$ cat src/rtl/systolic_output_collector_if.sv
// Bundle of the partial-sum capture bus and the result-vector handshake
// used by systolic_output_collector.
// The collector connects through the slave modport.
// The array/readout side, or a testbench, connects through the master modport.
interface systolic_output_collector_if #(
  parameter int WIDTH = 16,
  parameter int ROWS  = 4
);
  logic [ROWS*WIDTH-1:0] in_psum;
  logic [ROWS-1:0]       in_valid;
  logic [ROWS*WIDTH-1:0] out_data;
  logic                  out_valid;
  logic                  out_ready;

  modport master (
    output in_psum,
    output in_valid,
    output out_ready,
    input  out_data,
    input  out_valid
  );

  modport slave (
    input  in_psum,
    input  in_valid,
    input  out_ready,
    output out_data,
    output out_valid
  );
endinterface

$ cat src/rtl/systolic_output_collector.sv
// systolic_output_collector: deskews the per-row results leaving the right
// edge of the systolic array. Each row has its own FIFO lane. A full result
// vector is released through a valid/ready handshake once every lane holds
// at least one entry.
// Optional macro OUT_RELU_EN: when defined, each lane of out_data is clamped
// to max(value, 0) on the read path only. Stored values are not changed.
module systolic_output_collector #(
  parameter int WIDTH = 16,
  parameter int ROWS  = 4,
  parameter int DEPTH = 8
) (
  input  logic                          clk,
  input  logic                          rst_n,
  input  logic                          clear,
  systolic_output_collector_if.slave    bus,
  output logic                          almost_full,
  output logic                          overflow,
  output logic [31:0]                   vec_count
);

  localparam int PTR_W = $clog2(DEPTH);
  localparam int CNT_W = $clog2(DEPTH + 1);

  logic [ROWS-1:0]       lane_nonempty;
  logic [ROWS-1:0]       lane_af_next;
  logic [ROWS-1:0]       lane_drop;
  logic [ROWS*WIDTH-1:0] lane_heads;
  logic                  pop;

  logic        overflow_q, overflow_d;
  logic        almost_full_q, almost_full_d;
  logic [31:0] vec_count_q, vec_count_d;

  // A vector exists only when every lane has data. Popping advances all lanes together.
  assign bus.out_valid = &lane_nonempty;
  assign pop           = bus.out_valid & bus.out_ready;
  assign bus.out_data  = bus.out_valid ? lane_heads : '0;

  for (genvar gi = 0; gi < ROWS; gi++) begin : g_lane
    logic [WIDTH-1:0] mem_q [DEPTH];
    logic [PTR_W-1:0] wr_ptr_q, wr_ptr_d;
    logic [PTR_W-1:0] rd_ptr_q, rd_ptr_d;
    logic [CNT_W-1:0] count_q, count_d;
    logic             full;
    logic             push_ok;
    logic [WIDTH-1:0] head;

    // Lane next state. A full lane still accepts a push when a pop frees a slot in the same cycle.
    always_comb begin
      full     = (count_q == CNT_W'(DEPTH));
      push_ok  = bus.in_valid[gi] & (~full | pop);
      wr_ptr_d = wr_ptr_q;
      rd_ptr_d = rd_ptr_q;
      count_d  = count_q;
      if (clear) begin
        wr_ptr_d = '0;
        rd_ptr_d = '0;
        count_d  = '0;
      end else begin
        if (push_ok) wr_ptr_d = wr_ptr_q + PTR_W'(1);
        if (pop)     rd_ptr_d = rd_ptr_q + PTR_W'(1);
        count_d = count_q + CNT_W'(push_ok) - CNT_W'(pop);
      end
    end

    // Lane pointer and occupancy registers.
    always_ff @(posedge clk or negedge rst_n) begin
      if (!rst_n) begin
        wr_ptr_q <= '0;
        rd_ptr_q <= '0;
        count_q  <= '0;
      end else begin
        wr_ptr_q <= wr_ptr_d;
        rd_ptr_q <= rd_ptr_d;
        count_q  <= count_d;
      end
    end

    // Lane storage. Contents are meaningless until written, so it has no reset.
    always_ff @(posedge clk) begin
      if (push_ok && !clear) mem_q[wr_ptr_q] <= bus.in_psum[gi*WIDTH +: WIDTH];
    end

    assign head              = mem_q[rd_ptr_q];
    assign lane_nonempty[gi] = (count_q != '0);
    assign lane_drop[gi]     = bus.in_valid[gi] & full & ~pop & ~clear;
    assign lane_af_next[gi]  = (count_d >= CNT_W'(DEPTH - 2));

`ifdef OUT_RELU_EN
    assign lane_heads[gi*WIDTH +: WIDTH] = head[WIDTH-1] ? '0 : head;
`else
    assign lane_heads[gi*WIDTH +: WIDTH] = head;
`endif
  end

  // Global flags and the popped-vector counter. Clear wins over everything else.
  always_comb begin
    overflow_d    = overflow_q | (|lane_drop);
    vec_count_d   = vec_count_q + 32'(pop);
    almost_full_d = |lane_af_next;
    if (clear) begin
      overflow_d  = 1'b0;
      vec_count_d = '0;
    end
  end

  // Global flag registers.
  always_ff @(posedge clk or negedge rst_n) begin
    if (!rst_n) begin
      overflow_q    <= 1'b0;
      almost_full_q <= 1'b0;
      vec_count_q   <= '0;
    end else begin
      overflow_q    <= overflow_d;
      almost_full_q <= almost_full_d;
      vec_count_q   <= vec_count_d;
    end
  end

  assign overflow    = overflow_q;
  assign almost_full = almost_full_q;
  assign vec_count   = vec_count_q;

endmodule

$ cat src/flat_wrapper.sv
// flat-port wrapper written by rule: the top's interface ports become plain ports
module systolic_output_collector_flat 
#(
  parameter int WIDTH = 16,
  parameter int ROWS  = 4,
  parameter int DEPTH = 8
)
  (clk, rst_n, clear, almost_full, overflow, vec_count, bus_in_psum, bus_in_valid, bus_out_ready, bus_out_data, bus_out_valid);
  systolic_output_collector_if #(.WIDTH(WIDTH), .ROWS(ROWS)) bus_i ();
  input  logic clk;
  input  logic rst_n;
  input  logic clear;
  output logic almost_full;
  output logic overflow;
  output logic [31:0] vec_count;
  input wire logic [$bits(bus_i.in_psum)-1:0] bus_in_psum;
  input wire logic [$bits(bus_i.in_valid)-1:0] bus_in_valid;
  input wire logic [$bits(bus_i.out_ready)-1:0] bus_out_ready;
  output wire logic [$bits(bus_i.out_data)-1:0] bus_out_data;
  output wire logic [$bits(bus_i.out_valid)-1:0] bus_out_valid;
  assign bus_i.in_psum = bus_in_psum;
  assign bus_i.in_valid = bus_in_valid;
  assign bus_i.out_ready = bus_out_ready;
  assign bus_out_data = bus_i.out_data;
  assign bus_out_valid = bus_i.out_valid;
  systolic_output_collector #(.WIDTH(WIDTH), .ROWS(ROWS), .DEPTH(DEPTH)) u_core (.clk(clk), .rst_n(rst_n), .clear(clear), .bus(bus_i), .almost_full(almost_full), .overflow(overflow), .vec_count(vec_count));
endmodule
$ cat config.mk
export PLATFORM = sky130hd
export DESIGN_NAME = systolic_output_collector_flat
export DESIGN_NICKNAME = d
export VERILOG_FILES = /design/src/rtl/systolic_output_collector_if.sv /design/src/rtl/systolic_output_collector.sv /design/src/flat_wrapper.sv
export SDC_FILE = /design/constraint.sdc
export NUM_CORES = 1
export LEC_CHECK = 0
export CAP_MARGIN = 10
export CORE_MARGIN = 10
export CORE_UTILIZATION = 40
export CTS_CLUSTER_DIAMETER = 100
export DETAILED_ROUTE_END_ITERATION = 8
export GPL_ROUTABILITY_DRIVEN = 0
export GPL_TIMING_DRIVEN = 0
export HOLD_SLACK_MARGIN = 0.1
export SLEW_MARGIN = 10
export SYNTH_ARGS = -nofsm -noshare
export SYNTH_HDL_FRONTEND = slang
export SYNTH_SLANG_ARGS = --single-unit
$ cat constraint.sdc
create_clock -name clk -period 3.9 [get_ports clk]
set_input_delay 1.17 -clock clk [delete_from_list [all_inputs] [get_ports clk]]
set_output_delay 1.17 -clock clk [all_outputs]
set_load 0.02 [all_outputs]
# Word level (Yosys, flattened, before mapping)
# Memory sizes are Yosys's and may differ from the RTL's.
# Index checks and enable logic that the tools add are counted.
[classes] reduce_logical=17 addsub=17 magnitude_cmp=4 n_eq_ne=4 bitwise_logic=28 muxes=31
[op_table] operator="2-to-1 mux 64 bit" n=1
[op_table] operator="2-to-1 mux 3 bit" n=16
[op_table] operator="adder 32 x 1 -> 32 bit" n=1
[op_table] operator="2-to-1 mux 32 bit" n=1
[op_table] operator="adder 3 x 1 -> 3 bit (second input constant)" n=8
[op_table] operator="AND 1 bit" n=17
[op_table] operator="adder 4 x 1 -> 4 bit" n=4
[op_table] operator="equality test 4 bit (second input constant)" n=4
[op_table] operator="greater-or-equal comparator 4 x 3 -> 1 bit (second input constant)" n=4
[op_table] operator="2-to-1 mux 4 bit" n=4
[op_table] operator="nonzero test 4 bit" n=4
[op_table] operator="subtractor 4 x 1 -> 4 bit" n=4
[op_table] operator="nonzero test 2 bit" n=5
[op_table] operator="2-to-1 mux 1 bit" n=9
[op_table] operator="OR reduction 4 bit" n=2
[op_table] operator="NOT 1 bit" n=6
[op_table] operator="OR 1 bit" n=5
[op_table] operator="logical AND 1 bit" n=4
[op_table] operator="AND reduction 4 bit" n=1
[op_table] operator="zero test 1 bit" n=1
[totals] in_bits=72 mem_bits_rw=512 out_inout_bits=99 mem_count=4 elab_cells=120 reg_bits=74
[memory_table] memory="u_core.g_lane[0].mem_q" words=8 word_bits=16 read_ports=1 rd_clocked_by_memory_dff=0 write_ports=1 line_no="systolic_output_collector.sv:40" text="logic [WIDTH-1:0] mem_q [DEPTH];"
[memory_table] memory="u_core.g_lane[1].mem_q" words=8 word_bits=16 read_ports=1 rd_clocked_by_memory_dff=0 write_ports=1 line_no="systolic_output_collector.sv:40"
[memory_table] memory="u_core.g_lane[2].mem_q" words=8 word_bits=16 read_ports=1 rd_clocked_by_memory_dff=0 write_ports=1 line_no="systolic_output_collector.sv:40"
[memory_table] memory="u_core.g_lane[3].mem_q" words=8 word_bits=16 read_ports=1 rd_clocked_by_memory_dff=0 write_ports=1 line_no="systolic_output_collector.sv:40"

# Depth between registers and ports, before layout
# Gate-level depths: netlist (run 1).
[depth] depth_word=10 mapped_depth=18 ltp_nobuf=17

# Least setup slack after synthesis (run 1)
# OpenSTA, ideal clock, no wires.
[synth_timing] path_kind="input -> register" startpoint="input bus_out_ready" endpoint="memory u_core.g_lane[2].mem_q[2][0] (enable)" setup_slack_ns=-0.315 n_path_buf=1 t_arrival_ns=3.779 path_stages=6 required_ns=3.464 path_cell_list="buf_2 -> nand2b_1 -> nor4_4 -> o21ai_2 -> or2_1 -> nor4b_1"
[synth_via] elab_chain_cells=6
[synth_lines] item="start, declared" line_no="flat_wrapper.sv:18" text="input wire logic [$bits(bus_i.out_ready)-1:0] bus_out_ready;"
[synth_lines] item="AND 1 bit" line_no="systolic_output_collector.sv:36" text="assign pop = bus.out_valid & bus.out_ready;"
[synth_lines] item="OR 1 bit" line_no="systolic_output_collector.sv:51" text="push_ok = bus.in_valid[gi] & (~full | pop);"
[synth_lines] item="AND 1 bit" line_no="systolic_output_collector.sv:51"
[synth_lines] item="logical AND 1 bit" line_no="systolic_output_collector.sv:81" text="if (push_ok && !clear) mem_q[wr_ptr_q] <= bus.in_psum[gi*WIDTH +: WIDTH];"
[synth_lines] item="2-to-1 mux 1 bit" line_no="systolic_output_collector.sv:81"
[synth_lines] item="2-to-1 mux 1 bit (implied by the code)" line_no="systolic_output_collector.sv:81"
[synth_lines] item="end, declared" line_no="systolic_output_collector.sv:40"
# No other way between the ends.

# Worst setup path in the final report (run 1)
[layout_timing] startpoint="register u_core.g_lane[2].count_q[2]" endpoint="output bus_out_data[5]"
[layout_via] elab_chain_cells=3
[layout_lines] item="start, declared" line_no="systolic_output_collector.sv:43" text="logic [CNT_W-1:0] count_q, count_d;"
[layout_lines] item="start signal, assigned" line_no="systolic_output_collector.sv:75" text="count_q <= count_d;"
[layout_lines] item="nonzero test 4 bit" line_no="systolic_output_collector.sv:85" text="assign lane_nonempty[gi] = (count_q != '0);"
[layout_lines] item="AND reduction 4 bit" line_no="systolic_output_collector.sv:35" text="assign bus.out_valid = &lane_nonempty;"
[layout_lines] item="2-to-1 mux 64 bit" line_no="systolic_output_collector.sv:37" text="assign bus.out_data = bus.out_valid ? lane_heads : '0;"
[layout_lines] item="end, declared" line_no="flat_wrapper.sv:19" text="output wire logic [$bits(bus_i.out_data)-1:0] bus_out_data;"
# No other way between the ends.

==> run summary, run 1 <==
- completed — status
- 18 — depth of the most critical reg-to-reg path
- 12300 — via count
- 0.36 ns — largest stage delay on the critical path
- 0 — Final Max Tran Viols
- 23800 um^2 — cell area after synthesis
- 557 nW/um^2 — Cell Pwr Density
- 0 — Final Hold Vio Count
- sky130_fd_sc_hd__nor2_1 — most numerous cell on the critical path
- 89 — # rows
- in2async — Hold Crit Class
- 40.4% — effective utilization at floorplan
- 2.61 ns — arrival time at the worst endpoint
- u_core.almost_full — worst reg2reg endpoint
- 9 — Levels on crit path
- 0 — DRC violations left
- 0 — max capacitance violation total
- 0.837% — Synth Area in Compound Gates
- bus_out_data[5] — CP endpoint
- 10 — worst-path fanout max
- 763 — DRC violation total after the first TritonRoute iteration
- true — unrepaired setup endpoints after global routing
- 0 — residual overflow from global routing
- 0.432 ns — minimum hold slack
- 2 — count of H-tree levels built during CTS
- 35.7% — Slew HR
- 0 — hold-fix buffers at CTS
- 4783 — layout filler cell count
- yes — CTS tree
- 0.125 ns — worst path setup slack after routing
- 36600 um — estimated wirelength of the detail-placed design
- 13100 — via count of the first global-routing pass
- 3.78 ns — Tmin final
- multiplexers — largest family of logic cells by synthesized area
- 0.363 mV — maximum vdd ir drop
- 3 — Longest Clk Path Bufs
- 49 — number of library cell types mapped by synthesis
- 1.84% — xor and xnor fraction of the mapped netlist area
- 22.5 um — WL per Instance
- 23.9% — signed area change from the synthesized netlist to the final layout
- 58900 um^2 — Core Footprint
- 18.7 um^2 — syn_area_per_cell
- 0 — number of warnings printed during yosys synthesis
- 15.2% — overall track demand over capacity in global routing
- 0.27 ns — Worst R2R Setup Slack
- primary output — crit end category
- 0.964 ns — Worst-Margin Slew
- 23.3% — fraction of final layout cells with drive strength greater than 1
- 264 um — floorplan die width
- 2.73 ns — Worst Path Required
- 4 — count of buffering cells on the critical path with inverters included
- 264 um — DIE HEIGHT
- u_core.g_lane[2].count_q[2] — startpoint of the lowest-slack register-to-register path
- 0.0225 ns — setup clock skew after layout
- 53400 um — final routed wirelength across all metal layers
- u_core.g_lane[2].count_q[2] — timing startpoint of the critical path
- 1.92% — Post-Synth Adder-Cell Area
- 5 — detailed-routing iteration count for the pre-antenna-repair pass
- 169 — count of input and output buffers
- 6 — initial antenna violation count
- 1272 — Gate Count Post-Synth
- reg2out — crit path kind
- register — Worst setup SP type
- -0.540 ns — dpl ws
- sky130_fd_sc_hd__clkbuf_16 — root cell of the clock tree
- 586 — clock sink count
- 0 — remaining number of nets flagged by the antenna check after routing
- 60 — number of buffers inserted during clock tree synthesis
- 0 — number of setup violations in the final report
- 171 — Boundary Pins
- 0.06 ns — post-CTS clock slew at the launch and capture registers of the worst setup and hold paths
- 586 — #FFs+latches synth
- sky130_fd_sc_hd__dlygate4sd2_1 — library cell contributing the largest single delay on the critical path
- 69600 um^2 — overall die area
- 10.0 nW — static power due to leakage
- 59 — largest net degree at the start of global routing
- 81800 um — first-pass GRT wire length
- 265 MHz — maximum achievable frequency
- 1378 — nets in the synthesized netlist
- 50.0% — post-route core utilization
- buffers and inverters — cell family with most CP delay
- 0.62 ns — clk_lat worst skew
- 15.0% — multiplexer share of the synthesized area
- 6.32% — basic-gate share of the synthesized area counting and, or, nand and nor cells
- inv_1, ha_1, nor3b_4, nor2_1, nand2_1, buf_12, buf_4, nor2_1, dlygate4sd2_1 — cell-by-cell listing of the critical path
- 96.8% — period utilisation layout
- 5.18 — drt via density
- 72.4% — sequential element share of the synthesized area
- 1657 — final net count
==> placed cells by master (no fill, tap or decap), drive strengths merged, types with 4 or more instances in the layout <==
cell,instances
dfrtp,74
nand2b,10
and3,4
nor3b,8
clkbuf,99
nand3,23
clkdlybuf4s50,103
ha,30
xor2,32
inv,27
nand2,37
clkdlybuf4s15,5
xnor2,18
nor3,14
fa,4
nor2b,6
buf,89
clkinv,27
dlygate4sd2,58
nor4b,9
a21o,4
mux4,128
bufinv,9
nor2,135
a21oi,13
nor4,10
edfxtp,512
mux2i,68
o21ai,7
nand4,13
==> how the worst min path moves through the flow <==
stage                                       from                           end  depth (start not counted)
finish                                     rst_n          u_core.vec_count[21]                          1
global route                               rst_n          u_core.vec_count[22]                          1
CTS                                        rst_n          u_core.vec_count[22]                          1
detailed placement               u_core.overflow               u_core.overflow                          2
global placement                 u_core.overflow               u_core.overflow                          2
floorplan           u_core.g_lane[0].wr_ptr_q[1]  u_core.g_lane[0].wr_ptr_q[1]                          3
==> power breakdown <==
group          total [mW]  internal [mW]  switching, mW
registers            7.28           7.13          0.153
clock network        5.83           3.45           2.38
logic                3.31           1.52           1.79
==> synth_stat cells, drive strengths merged <==
library cell	n	area share, %
edfxtp	512	65
nand4	13	0.34
and4	3	0.11
nor2	135	2.1
a21oi	13	0.27
and3	4	0.11
nor2b	6	0.16
a22o	1	0.037
or4	1	0.032
nor3b	8	0.45
or2	3	0.079
or3b	2	0.095
fa	4	0.34
mux2i	68	2.9
nand2	37	0.62
o32ai	2	0.074
xnor2	18	0.66
or3	3	0.079
ha	30	1.6
and2	1	0.026
nor4	10	0.48
nor3	14	0.32
nor4b	9	0.41
a31o	1	0.037
buf	44	0.92
inv	24	0.38
nand2b	10	0.26
xor2	32	1.2
a21o	4	0.13
nand3	23	0.48
nor4bb	1	0.11
o211ai	3	0.095
and4b	1	0.042
clkbuf	23	0.37
o21ai	7	0.19
mux4	128	12
dfrtp	74	7.8
==> registers in the layout (all words and copies together) (netlist names) <==
signal / count
u_core.almost_full: 1
u_core.g_lane.count_q: 16
u_core.g_lane.mem_q: 512
u_core.g_lane.rd_ptr_q: 12
u_core.g_lane.wr_ptr_q: 12
u_core.overflow: 1
u_core.vec_count: 32
==> cell type report <==
type / count / area, um^2 / area share, %
flip-flops and latches: 586 / 17200 / 58.5
multi-input cells: 595 / 6460 / 21.9
repair buffers: 220 / 2180 / 7.42
clock buffers: 72 / 1570 / 5.32
well taps: 773 / 967 / 3.28
plain buffers: 64 / 532 / 1.80
clock inverters: 40 / 425 / 1.44
inverters: 24 / 90.1 / 0.306
diodes: 1 / 2.50 / 0.00849
==> routing by layer <==
layer  global-route usage [%]  wire length, um
met4                     3.31              730
met1                     19.4            22600
met5                        0               66
met3                     3.94             3040
met2                     25.7            26900
==> per-stage QoR <==
step	instances	setup TNS [ns]	total power, mW	area [um^2]
after CTS	2374	0	16.6	29400
final	2375	0	16.4	29500
after global routing	2375	-0.0458	17.1	29500
after global placement	2214	-641.45	10.6	26500
after detailed placement	2261	-37.95	10.7	27200
after floorplan	1272	-10.50	9.43	23800
==> logic make-up (layout without fill, tap and decap cells) <==
family,Yosys count,after routing
simple gates,284,284
mux,196,196
buf+inv,91,420
fa+ha+maj,34,34
compound gates,31,31
xor+xnor,50,50
other cells,0,1
flops,586,586
==> worst register-to-register path: stages (launching register included) <==
cell and delay (ns):
sky130_fd_sc_hd__dfrtp_1 0.36, sky130_fd_sc_hd__inv_1 0.09, sky130_fd_sc_hd__ha_1 0.19, sky130_fd_sc_hd__nor3b_4 0.24
sky130_fd_sc_hd__nor2_1 0.09, sky130_fd_sc_hd__nand2_1 0.14, sky130_fd_sc_hd__inv_2 0.16, sky130_fd_sc_hd__nand2_8 0.16
sky130_fd_sc_hd__inv_2 0.09, sky130_fd_sc_hd__buf_6 0.17, sky130_fd_sc_hd__nand2b_1 0.14, sky130_fd_sc_hd__nand2_1 0.07
sky130_fd_sc_hd__ha_1 0.21, sky130_fd_sc_hd__fa_1 0.44, sky130_fd_sc_hd__xnor2_2 0.20, sky130_fd_sc_hd__o32ai_1 0.11
sky130_fd_sc_hd__nor2_1 0.10, sky130_fd_sc_hd__o21ai_0 0.08, sky130_fd_sc_hd__or4_1 0.45
==> timing repair <==
| item | in CTS | in global routing |
|---|---|---|
| pin swaps | 0 | 0 |
| setup buffers | 4 | 0 |
| gates resized for setup | 149 | 17 |
| endpoints found under the hold margin | 0 | 0 |
| endpoints found under the setup margin | 64 | 41 |
(Power assumes the default switching activity.)
==> inputs of run 2 (changes only) <==
--- a/config.mk
+++ b/config.mk
@@ -5,6 +5,7 @@
 export SDC_FILE = /design/constraint.sdc
 export NUM_CORES = 1
 export LEC_CHECK = 0
+export ABC_CLOCK_PERIOD_IN_PS = 3900
 export CAP_MARGIN = 10
 export CORE_MARGIN = 10
 export CORE_UTILIZATION = 40
==> results of run 2 <==
Final layout, timing and power as in run 1 (identical DEF).
